### config.mk
export PLATFORM = sky130hd
export DESIGN_NAME = mem_arbiter
export DESIGN_NICKNAME = d
export VERILOG_FILES = /design/src/rtl/mem_arb_pkg.sv /design/src/rtl/mem_arbiter.sv
export SDC_FILE = /design/constraint.sdc
export NUM_CORES = 1
export LEC_CHECK = 0
export CAP_MARGIN = 10
export CORE_MARGIN = 2
export CORE_UTILIZATION = 35
export CTS_CLUSTER_SIZE = 16
export DETAILED_ROUTE_END_ITERATION = 8
export GPL_TIMING_DRIVEN = 0
export PLACE_DENSITY_LB_ADDON = 0.3
export SLEW_MARGIN = 0
export SYNTH_ARGS = -nofsm -noshare
export SYNTH_HDL_FRONTEND = slang
export SYNTH_SLANG_ARGS = --single-unit
### constraint.sdc
create_clock -name clk -period 2.7 [get_ports clk]
set_clock_uncertainty 0.05 [all_clocks]
set_input_delay 0.81 -clock clk [delete_from_list [all_inputs] [get_ports clk]]
set_output_delay 0.81 -clock clk [all_outputs]
set_load 0.05 [all_outputs]
### src/rtl/mem_arb_pkg.sv
// Shared types and sizing for the Z80/video memory arbiter.
package mem_arb_pkg;

  localparam int ADDR_W           = 16;
  localparam int DATA_W           = 8;
  localparam int STARVE_LIMIT_DEF = 4;
  localparam int STREAK_W         = 4;

  typedef enum logic [2:0] {
    IDLE,
    CPU_RD,
    CPU_CAP,
    CPU_WR,
    VID_RD,
    VID_CAP
  } arb_state_t;

endpackage

### src/rtl/mem_arbiter.sv
// Purpose: shares one synchronous memory port between a Z80 core and a video fetcher.
// Latency: CPU read 3 cycles, CPU write 2 cycles, video fetch 3 cycles to vid_ack.
// Backpressure: CPU stalls via cpu_wait_n; video waits on level vid_req, CPU wins after STARVE_LIMIT video grants.
module mem_arbiter
  import mem_arb_pkg::*;
#(
  parameter int unsigned STARVE_LIMIT = STARVE_LIMIT_DEF
) (
  input  logic              clk,
  input  logic              reset_n,
  input  logic              cpu_mreq_n,
  input  logic              cpu_rd_n,
  input  logic              cpu_wr_n,
  input  logic [ADDR_W-1:0] cpu_addr,
  input  logic [DATA_W-1:0] cpu_dout,
  output logic [DATA_W-1:0] cpu_di,
  output logic              cpu_wait_n,
  input  logic              vid_req,
  input  logic [ADDR_W-1:0] vid_addr,
  output logic [DATA_W-1:0] vid_data,
  output logic              vid_ack,
  output logic [ADDR_W-1:0] mem_addr,
  output logic [DATA_W-1:0] mem_din,
  output logic              mem_rd,
  output logic              mem_wr,
  input  logic [DATA_W-1:0] mem_dout
);

  localparam logic [STREAK_W-1:0] LIMIT = STREAK_W'(STARVE_LIMIT);

  arb_state_t          state;
  arb_state_t          state_nxt;
  logic                cpu_done;
  logic                cpu_pend;
  logic                vid_grant;
  logic [STREAK_W-1:0] streak;

  // Refresh cycles (mreq_n low, both strobes high) never count as pending.
  assign cpu_pend   = ~cpu_mreq_n & (~cpu_rd_n | ~cpu_wr_n) & ~cpu_done;
  assign cpu_wait_n = ~reset_n | ~cpu_pend;

  always_ff @(posedge clk) begin
    if (!reset_n) state <= IDLE;
    else          state <= state_nxt;
  end

  always_comb begin
    state_nxt = state;
    mem_addr  = '0;
    mem_din   = '0;
    mem_rd    = 1'b0;
    mem_wr    = 1'b0;
    vid_grant = 1'b0;
    case (state)
      IDLE: begin
        if (vid_req && (!cpu_pend || streak < LIMIT)) begin
          state_nxt = VID_RD;
          vid_grant = 1'b1;
        end else if (cpu_pend) begin
          // Both strobes low resolves to a read.
          state_nxt = cpu_rd_n ? CPU_WR : CPU_RD;
        end
      end
      CPU_RD: begin
        mem_addr  = cpu_addr;
        mem_rd    = 1'b1;
        state_nxt = CPU_CAP;
      end
      CPU_CAP: state_nxt = IDLE;
      CPU_WR: begin
        mem_addr  = cpu_addr;
        mem_din   = cpu_dout;
        mem_wr    = 1'b1;
        state_nxt = IDLE;
      end
      VID_RD: begin
        mem_addr  = vid_addr;
        mem_rd    = 1'b1;
        state_nxt = VID_CAP;
      end
      VID_CAP: state_nxt = IDLE;
      default: state_nxt = IDLE;
    endcase
  end

  always_ff @(posedge clk) begin
    if (!reset_n) begin
      cpu_done <= 1'b0;
      streak   <= '0;
      vid_ack  <= 1'b0;
      cpu_di   <= '0;
      vid_data <= '0;
    end else begin
      vid_ack <= (state == VID_CAP);
      if (state == VID_CAP) vid_data <= mem_dout;
      if (state == CPU_CAP) cpu_di   <= mem_dout;

      // One service per mreq_n assertion; done only drops when mreq_n rises.
      if (cpu_mreq_n)                                cpu_done <= 1'b0;
      else if (state == CPU_CAP || state == CPU_WR)  cpu_done <= 1'b1;

      // A video grant with CPU pending implies streak < LIMIT, so this saturates.
      if (state == IDLE) begin
        if (!cpu_pend)      streak <= '0;
        else if (vid_grant) streak <= streak + 4'd1;
        else                streak <= '0;
      end
    end
  end

endmodule

Word-level counts from Yosys, hierarchy flattened --
Index checks and enable logic that the tools add are counted.
Storage, ports and cells: bits of input ports 54, bits in registers 25, output and inout port bits 44, logic and storage cells 44
Cells by class: $lt $le $gt $ge 1, eq/ne operators 6, muxes and demuxes 12, add/sub/neg operators 1, bitwise logic cells 10, reductions and logical operators 8
Operators with widths (number):
- $pmux 16 s2 | 1
- $pmux 3 s3 | 1
- $mux 4 | 2
- $mux 8 | 1
- $eq 3x2->1 const B | 2
- $eq 3x3->1 const B | 2
- $mux 3 | 2
- $not 1->1 | 6
- $reduce_or 2->1 | 3
- $add 4x1->4 const B | 1
- $lt 4x3->1 const B | 1
- $mux 1 | 4
- $eq 3x1->1 const B | 1
- $logic_not 3->1 | 1
- $ne 3x3->1 const B | 1
- $and 1x1->1 | 2
- $logic_or 1x1->1 | 2
- $mux 2 | 1
- $or 1x1->1 | 2
- $logic_and 1x1->1 | 1
- $logic_not 1->1 | 1

Logic depth before layout (Yosys ltp) --
Gate-level depths: netlist (run 1).
depth after elaboration 11, depth in mapped cells 5, gate-level depth less buffers 3

Least setup slack after synthesis (run 1) --
OpenSTA, ideal clock, no wires.
path kind in2out, start in cpu_rd_n, end out cpu_wait_n, required time 1.840 ns, path buffers 0, slack 0.354 ns, cell stages on the path 2, arrival time 1.486 ns, cells stage by stage a211oi_1 nand2_1
On the way: cells in the longest elaborated chain, start to end 6
Ends and longest elaborated chain:
- start: declaration | line mem_arbiter.sv:12 | input logic cpu_rd_n,
- $not 1->1 | line mem_arbiter.sv:39 | assign cpu_pend = ~cpu_mreq_n & (~cpu_rd_n | ~cpu_wr_n) & ~cpu_done;
- $or 1x1->1 | line mem_arbiter.sv:39
- $and 1x1->1 (2 in series) | line mem_arbiter.sv:39
- $not 1->1 | line mem_arbiter.sv:40 | assign cpu_wait_n = ~reset_n | ~cpu_pend;
- $or 1x1->1 | line mem_arbiter.sv:40
- end: declaration | line mem_arbiter.sv:17 | output logic cpu_wait_n,
Every way passes these cells.

Worst setup path after layout (run 1) --
start in cpu_addr[11], end out mem_addr[11]
On the way: cells in the longest elaborated chain, start to end 1
Ends and longest elaborated chain:
- start: declaration | line mem_arbiter.sv:14 | input logic [ADDR_W-1:0] cpu_addr,
- $pmux 16 s2 | line mem_arbiter.sv:54 | case (state)
- end: declaration | line mem_arbiter.sv:22 | output logic [ADDR_W-1:0] mem_addr,
Every way passes these cells.

==> flow_metrics.env, run 1 <==
export IMPL_dp_hpwl_mm=3.220
export IMPL_overflow=0
export IMPL_core_region_area_um2=3363
export IMPL_die_y_um=63.19
export IMPL_htree_levels=1
export IMPL_drt_iter0_markers=37
export IMPL_ant_nets=0
export IMPL_fmax_mhz=379.2
export IMPL_postPlaceCellArea_um2=2255
export IMPL_period_share_pct=97.68
export IMPL_synth_edf_count=0
export IMPL_layout_nets=283
export IMPL_yosysTopAreaCellShare_pct=40.82
export IMPL_synth_async_reset_ratio_pct=0
export IMPL_status="finished clean"
export IMPL_route_detailed_drc=0
export IMPL_power_frac_comb_pct=42.5
export IMPL_io_buffers=97
export IMPL_stdcell_area_um2=2270
export IMPL_synth_avg_cell_area_um2=9.969
export IMPL_avgViaCountPerCell=4.901
export IMPL_syn_area_um2=1226
export IMPL_clk_latency_ns=0.31
export IMPL_first_global_vias=1287
export IMPL_layout_drive_gt1_share_pct=22.03
export IMPL_critPathCaptureType="primary output"
export IMPL_synthCells=123
export IMPL_ys_flop_type="dfxtp_1"
export IMPL_swShare_pct=36.09
export IMPL_timing_setup_tns_ns=0
export IMPL_drv_slew=0
export IMPL_reg2reg_slack_ns=1.33
export IMPL_via_count=1338
export IMPL_fin_crit_ns=2.637
export IMPL_cts_root_buf="clkbuf_4"
export IMPL_finalNonFillerCells=273
export IMPL_n_antenna_cell=0
export IMPL_peakVddDrop_mv=0.3054
export IMPL_powerDensity_nw_per_um2=424.1
export IMPL_cp_required_ns=1.84
export IMPL_leakagePower_uw=0.0009974
export IMPL_cts_sinks=25
export IMPL_p_switching_uw=347.5
export IMPL_ys_ff_latch=25
export IMPL_synth_yosys_seq_area_share_pct=40.82
export IMPL_syn2layout_area_growth_pct=85.10
export IMPL_dp_cells=266
export IMPL_synth_most_common_cell="dfxtp_1"
export IMPL_critPathKind="in2out"
export IMPL_p_int_uw=615.2
export IMPL_track_usage_pct=20.04
export IMPL_fillers=300
export IMPL_holdCritPathClass="reg2reg"
export IMPL_ys_warn_count=0
export IMPL_grt_pass1_wl_mm=6.458
export IMPL_slew_limit_headroom_pct=65.84
export IMPL_wl_per_cell_um=15.08
export IMPL_worst_setup_path_start_kind="primary input"
export IMPL_grt_max_degree=15
export IMPL_ys_top_cells_by_count="25 x dfxtp_1, 19 x nor2_1, 17 x a22o_1"
export IMPL_start_util_pct=36.46
export IMPL_finalSetupViolations=0
export IMPL_hold_slack_ns=0.4596
export IMPL_worstMarginPinSlew_ns=0.5108
export IMPL_drtPass1Iterations=4
export IMPL_globalplace_congestion=0.7899
export IMPL_post_route_util_pct=67.49
export IMPL_synth_nets=178
export IMPL_seq_power_share_pct=40.4
export IMPL_ff_latch_area_um2=500.5
export IMPL_cts_tree="done"
export IMPL_arrival_ns=1.78
export IMPL_clockBufferDepth=2
export IMPL_numCtsBuffers=3
export IMPL_dieArea_um2=3993
export IMPL_finalHoldViolCount=0
export IMPL_pwr_share_clk_pct=17.1
export IMPL_clk_pin_slew_worst_paths_ns=0.13
export IMPL_crit_fanout=1
export IMPL_io_pins=98
export IMPL_antenna_found_initial=0
export IMPL_die_w_um=63.19
export IMPL_yosysTopAreaCell="dfxtp_1"
export IMPL_maxCapViolations=0
export IMPL_drt_total_wl_mm=4.118
export IMPL_multiInputGateArea_um2=659.4
export IMPL_synthTopCellsByArea="dfxtp_1 41%, mux2i_1 13%, a22o_1 12%, nor2_1 5.8%, and3_1 4.1%"
export IMPL_synth_distinct_cells=33
export IMPL_row_count=21
## power by group through the flow
stage               registers [uW]  clock network (uW)  logic, uW
floorplan                      421                   0        217
global placement               396                   0        406
detailed placement             397                   0        413
CTS                            389                 174        395
global route                   391                 188        429
finish                         389                 165        409
## registers in the layout, summed over array words and instances (netlist names)
register / flops
cpu_di: 8
vid_ack: 1
cpu_done: 1
state: 3
vid_data: 8
streak: 4
## kinds of logic after synthesis
| group | share of synthesized area (%) |
|---|---|
| DFF | 40.82 |
| adders and majority gates | 1.020 |
| buffers and inverters | 5.816 |
| AOI/OAI and AO/OA | 17.96 |
| xor gates and xnor gates | 0.7144 |
| and+or+nand+nor | 19.39 |
| muxes | 14.29 |
## routing by layer
layer / up-vias / GRT usage [%] / part of all wire, %
met5: - / 0 / 0
met4: 0 / 4.891 / 0.34
met1: 621 / 25.72 / 42
met2: 62 / 34.31 / 49
met3: 2 / 4.286 / 8.5
li1: 653 / - / -
## cell usage in the layout (no fill, tap or decap), drive strengths merged, types with 4 or more instances in the layout
cell / n
nor3: 4
clkdlybuf4s15: 5
nor2: 19
mux2i: 16
buf: 15
and3: 8
clkbuf: 22
a22o: 18
clkdlybuf4s50: 68
dfxtp: 25
## worst paths after layout
check | startpoint | to | depth (start not counted)
min | streak[3]$_SDFFE_PN0P_ | streak[3]$_SDFFE_PN0P_ | 1
min reg2reg | streak[3]$_SDFFE_PN0P_ | streak[3]$_SDFFE_PN0P_ | 1
max reg2reg | state[1]$_SDFFE_PN0P_ | cpu_di[1]$_SDFFE_PN0N_ | 4
max | cpu_addr[11] | mem_addr[11] | 3
## cell type report
class	count	share of cell area, %
Buffer	10	3.032
Clock buffer	3	0.9923
Clock inverter	1	0.2205
Inverter	2	0.3308
Multi-Input combinational cell	86	29.05
Sequential cell	25	22.05
Tap cell	46	2.536
Timing Repair Buffer	100	41.79
## metrics by stage
step / power, uW / setup slack, ns
2_1_floorplan: 637.9 / 0.3539
3_3_place_gp: 802.3 / -0.6462
3_5_place_dp: 810.0 / -0.6868
4_1_cts: 957.9 / 0.01088
5_1_grt: 1008 / -0.01052
6_report: 962.7 / 0.06271
## worst max-delay path, stage by stage
cell and delay, ns:
clkdlybuf4s50_1 0.47, a22o_1 0.13, clkdlybuf4s15_2 0.36
## repair_timing
item	in CTS	in global routing
hold buffers	0	0
resized for setup	126	25
setup buffers	1	2
pin swaps	1	2
endpoints found under the setup margin	27	22
Power figures use the tool's default switching activity.
==> inputs of run 2 (changes only) <==
- CORE_MARGIN: 2 -> 3
==> flow_metrics.env, run 2 (synthesized netlist as in run 1, its figures left out) <==
export IMPL_status="finished clean"
export IMPL_dp_cells=264
export IMPL_track_usage_pct=18.35
export IMPL_ant_nets=0
export IMPL_htree_levels=1
export IMPL_core_region_area_um2=3203
export IMPL_arrival_ns=1.82
export IMPL_clk_latency_ns=0.30
export IMPL_dp_hpwl_mm=3.452
export IMPL_hold_slack_ns=0.4556
export IMPL_fin_crit_ns=2.677
export IMPL_stdcell_area_um2=2263
export IMPL_finalSetupViolations=0
export IMPL_slew_limit_headroom_pct=64.46
export IMPL_first_global_vias=1330
export IMPL_holdCritPathClass="reg2reg"
export IMPL_clk_pin_slew_worst_paths_ns=0.13
export IMPL_wl_per_cell_um=15.51
export IMPL_drt_total_wl_mm=4.204
export IMPL_clockBufferDepth=2
export IMPL_grt_setup_unrepaired="false"
export IMPL_start_util_pct=38.28
export IMPL_final_common_cell="clkdlybuf4s50_1"
export IMPL_reg_top3="cpu_di (8), vid_data (8), streak (4)"
export IMPL_cts_tree="done"
export IMPL_finalNonFillerCells=271
export IMPL_worst_setup_path_start_kind="primary input"
export IMPL_overflow=0
export IMPL_leakagePower_uw=0.0009954
export IMPL_via_count=1336
export IMPL_layout_common_cells="68 x clkdlybuf4s50_1, 25 x dfxtp_1, 19 x clkbuf_4, 19 x nor2_1, 17 x a22o_1"
export IMPL_drt_iter0_markers=39
export IMPL_grt_max_degree=14
export IMPL_cts_sinks=25
export IMPL_io_buffers=97
export IMPL_row_count=20
export IMPL_cp_required_ns=1.84
export IMPL_die_y_um=65.19
export IMPL_critPathCaptureType="primary output"
export IMPL_crit_fanout=1
export IMPL_layout_nets=283
export IMPL_drv_slew=0
export IMPL_post_route_util_pct=70.66
export IMPL_finalHoldViolCount=0
export IMPL_grt_pass1_wl_mm=6.244
export IMPL_globalplace_congestion=0.8204
export IMPL_syn2layout_area_growth_pct=84.59
export IMPL_avgViaCountPerCell=4.930
export IMPL_postPlaceCellArea_um2=2252
export IMPL_n_antenna_cell=0
export IMPL_numCtsBuffers=3
export IMPL_peakVddDrop_mv=0.3430
export IMPL_dieArea_um2=4250
export IMPL_period_share_pct=99.15
export IMPL_critPathKind="in2out"
export IMPL_powerDensity_nw_per_um2=422.6
export IMPL_die_w_um=65.19
export IMPL_io_pins=98
export IMPL_route_detailed_drc=0
export IMPL_drtPass1Iterations=4
export IMPL_maxCapViolations=0
export IMPL_cts_root_buf="clkbuf_4"
export IMPL_worstMarginPinSlew_ns=0.5315
export IMPL_antenna_found_initial=0
export IMPL_reg2reg_slack_ns=1.33
export IMPL_layout_drive_gt1_share_pct=21.59
export IMPL_fmax_mhz=373.6
-- run 2: cell count changes in the layout (fill, tap and decap cells not counted), sizes merged --
| cell | delta |
|---|---|
| buf | +1 |
| clkinv | -1 |
-- run 2: worst paths after layout --
path,startpoint,to,depth (start not counted)
setup / recovery,cpu_addr[11],mem_addr[11],3
hold / removal,streak[3]$_SDFFE_PN0P_,streak[3]$_SDFFE_PN0P_,1
setup reg to reg,state[1]$_SDFFE_PN0P_,cpu_di[5]$_SDFFE_PN0N_,4
hold reg to reg,streak[3]$_SDFFE_PN0P_,streak[3]$_SDFFE_PN0P_,1
-- run 2: repair_timing --
action | CTS | global route
setup buffers | 0 | 3
endpoints found under the hold margin | 0 | 0
hold buffers | 0 | 0
cloned | 0 | 0
resized for setup | 124 | 27
endpoints found under the setup margin | 27 | 21
pin swaps | 1 | 2
-- run 2: through the flow --
step | total power [uW] | setup WS [ns] | TNS, ns
2_1_floorplan | 637.9 | 0.3539 | 0
3_3_place_gp | 804.3 | -0.6168 | -9.379
3_5_place_dp | 811.7 | -0.6349 | -9.579
4_1_cts | 946.5 | 0.003367 | 0
5_1_grt | 992.1 | 0.005276 | 0
6_report | 956.6 | 0.02301 | 0
-- run 2: power by group --
part / switching (uW) / internal (uW) / total [uW]
combinational: 229 / 178 / 407
sequential: 7.84 / 381 / 389
clock: 103 / 57.5 / 160
total: 340 / 617 / 957
-- run 2: critical path: stages --
cell and delay [ns]:
clkdlybuf4s50_1 0.47, a22o_1 0.16, clkdlybuf4s15_2 0.37
-- run 2: cell type report --
cell class	instances	area, um2
buffer	10	68.82
tap	44	55.05
fill	276	939.7
inverter	2	7.507
timing repair buffer	100	945.9
multi-input combinational	86	659.4
clock buffer	4	26.28
sequential	25	500.5
-- run 2: layer usage --
metal | track usage, % | wire, um | vias up
li1 | - | - | 651
met5 | 0 | 0 | -
met1 | 18.84 | 1560 | 614
met3 | 5.812 | 443 | 6
met4 | 4.404 | 67 | 0
met2 | 35.52 | 2132 | 65
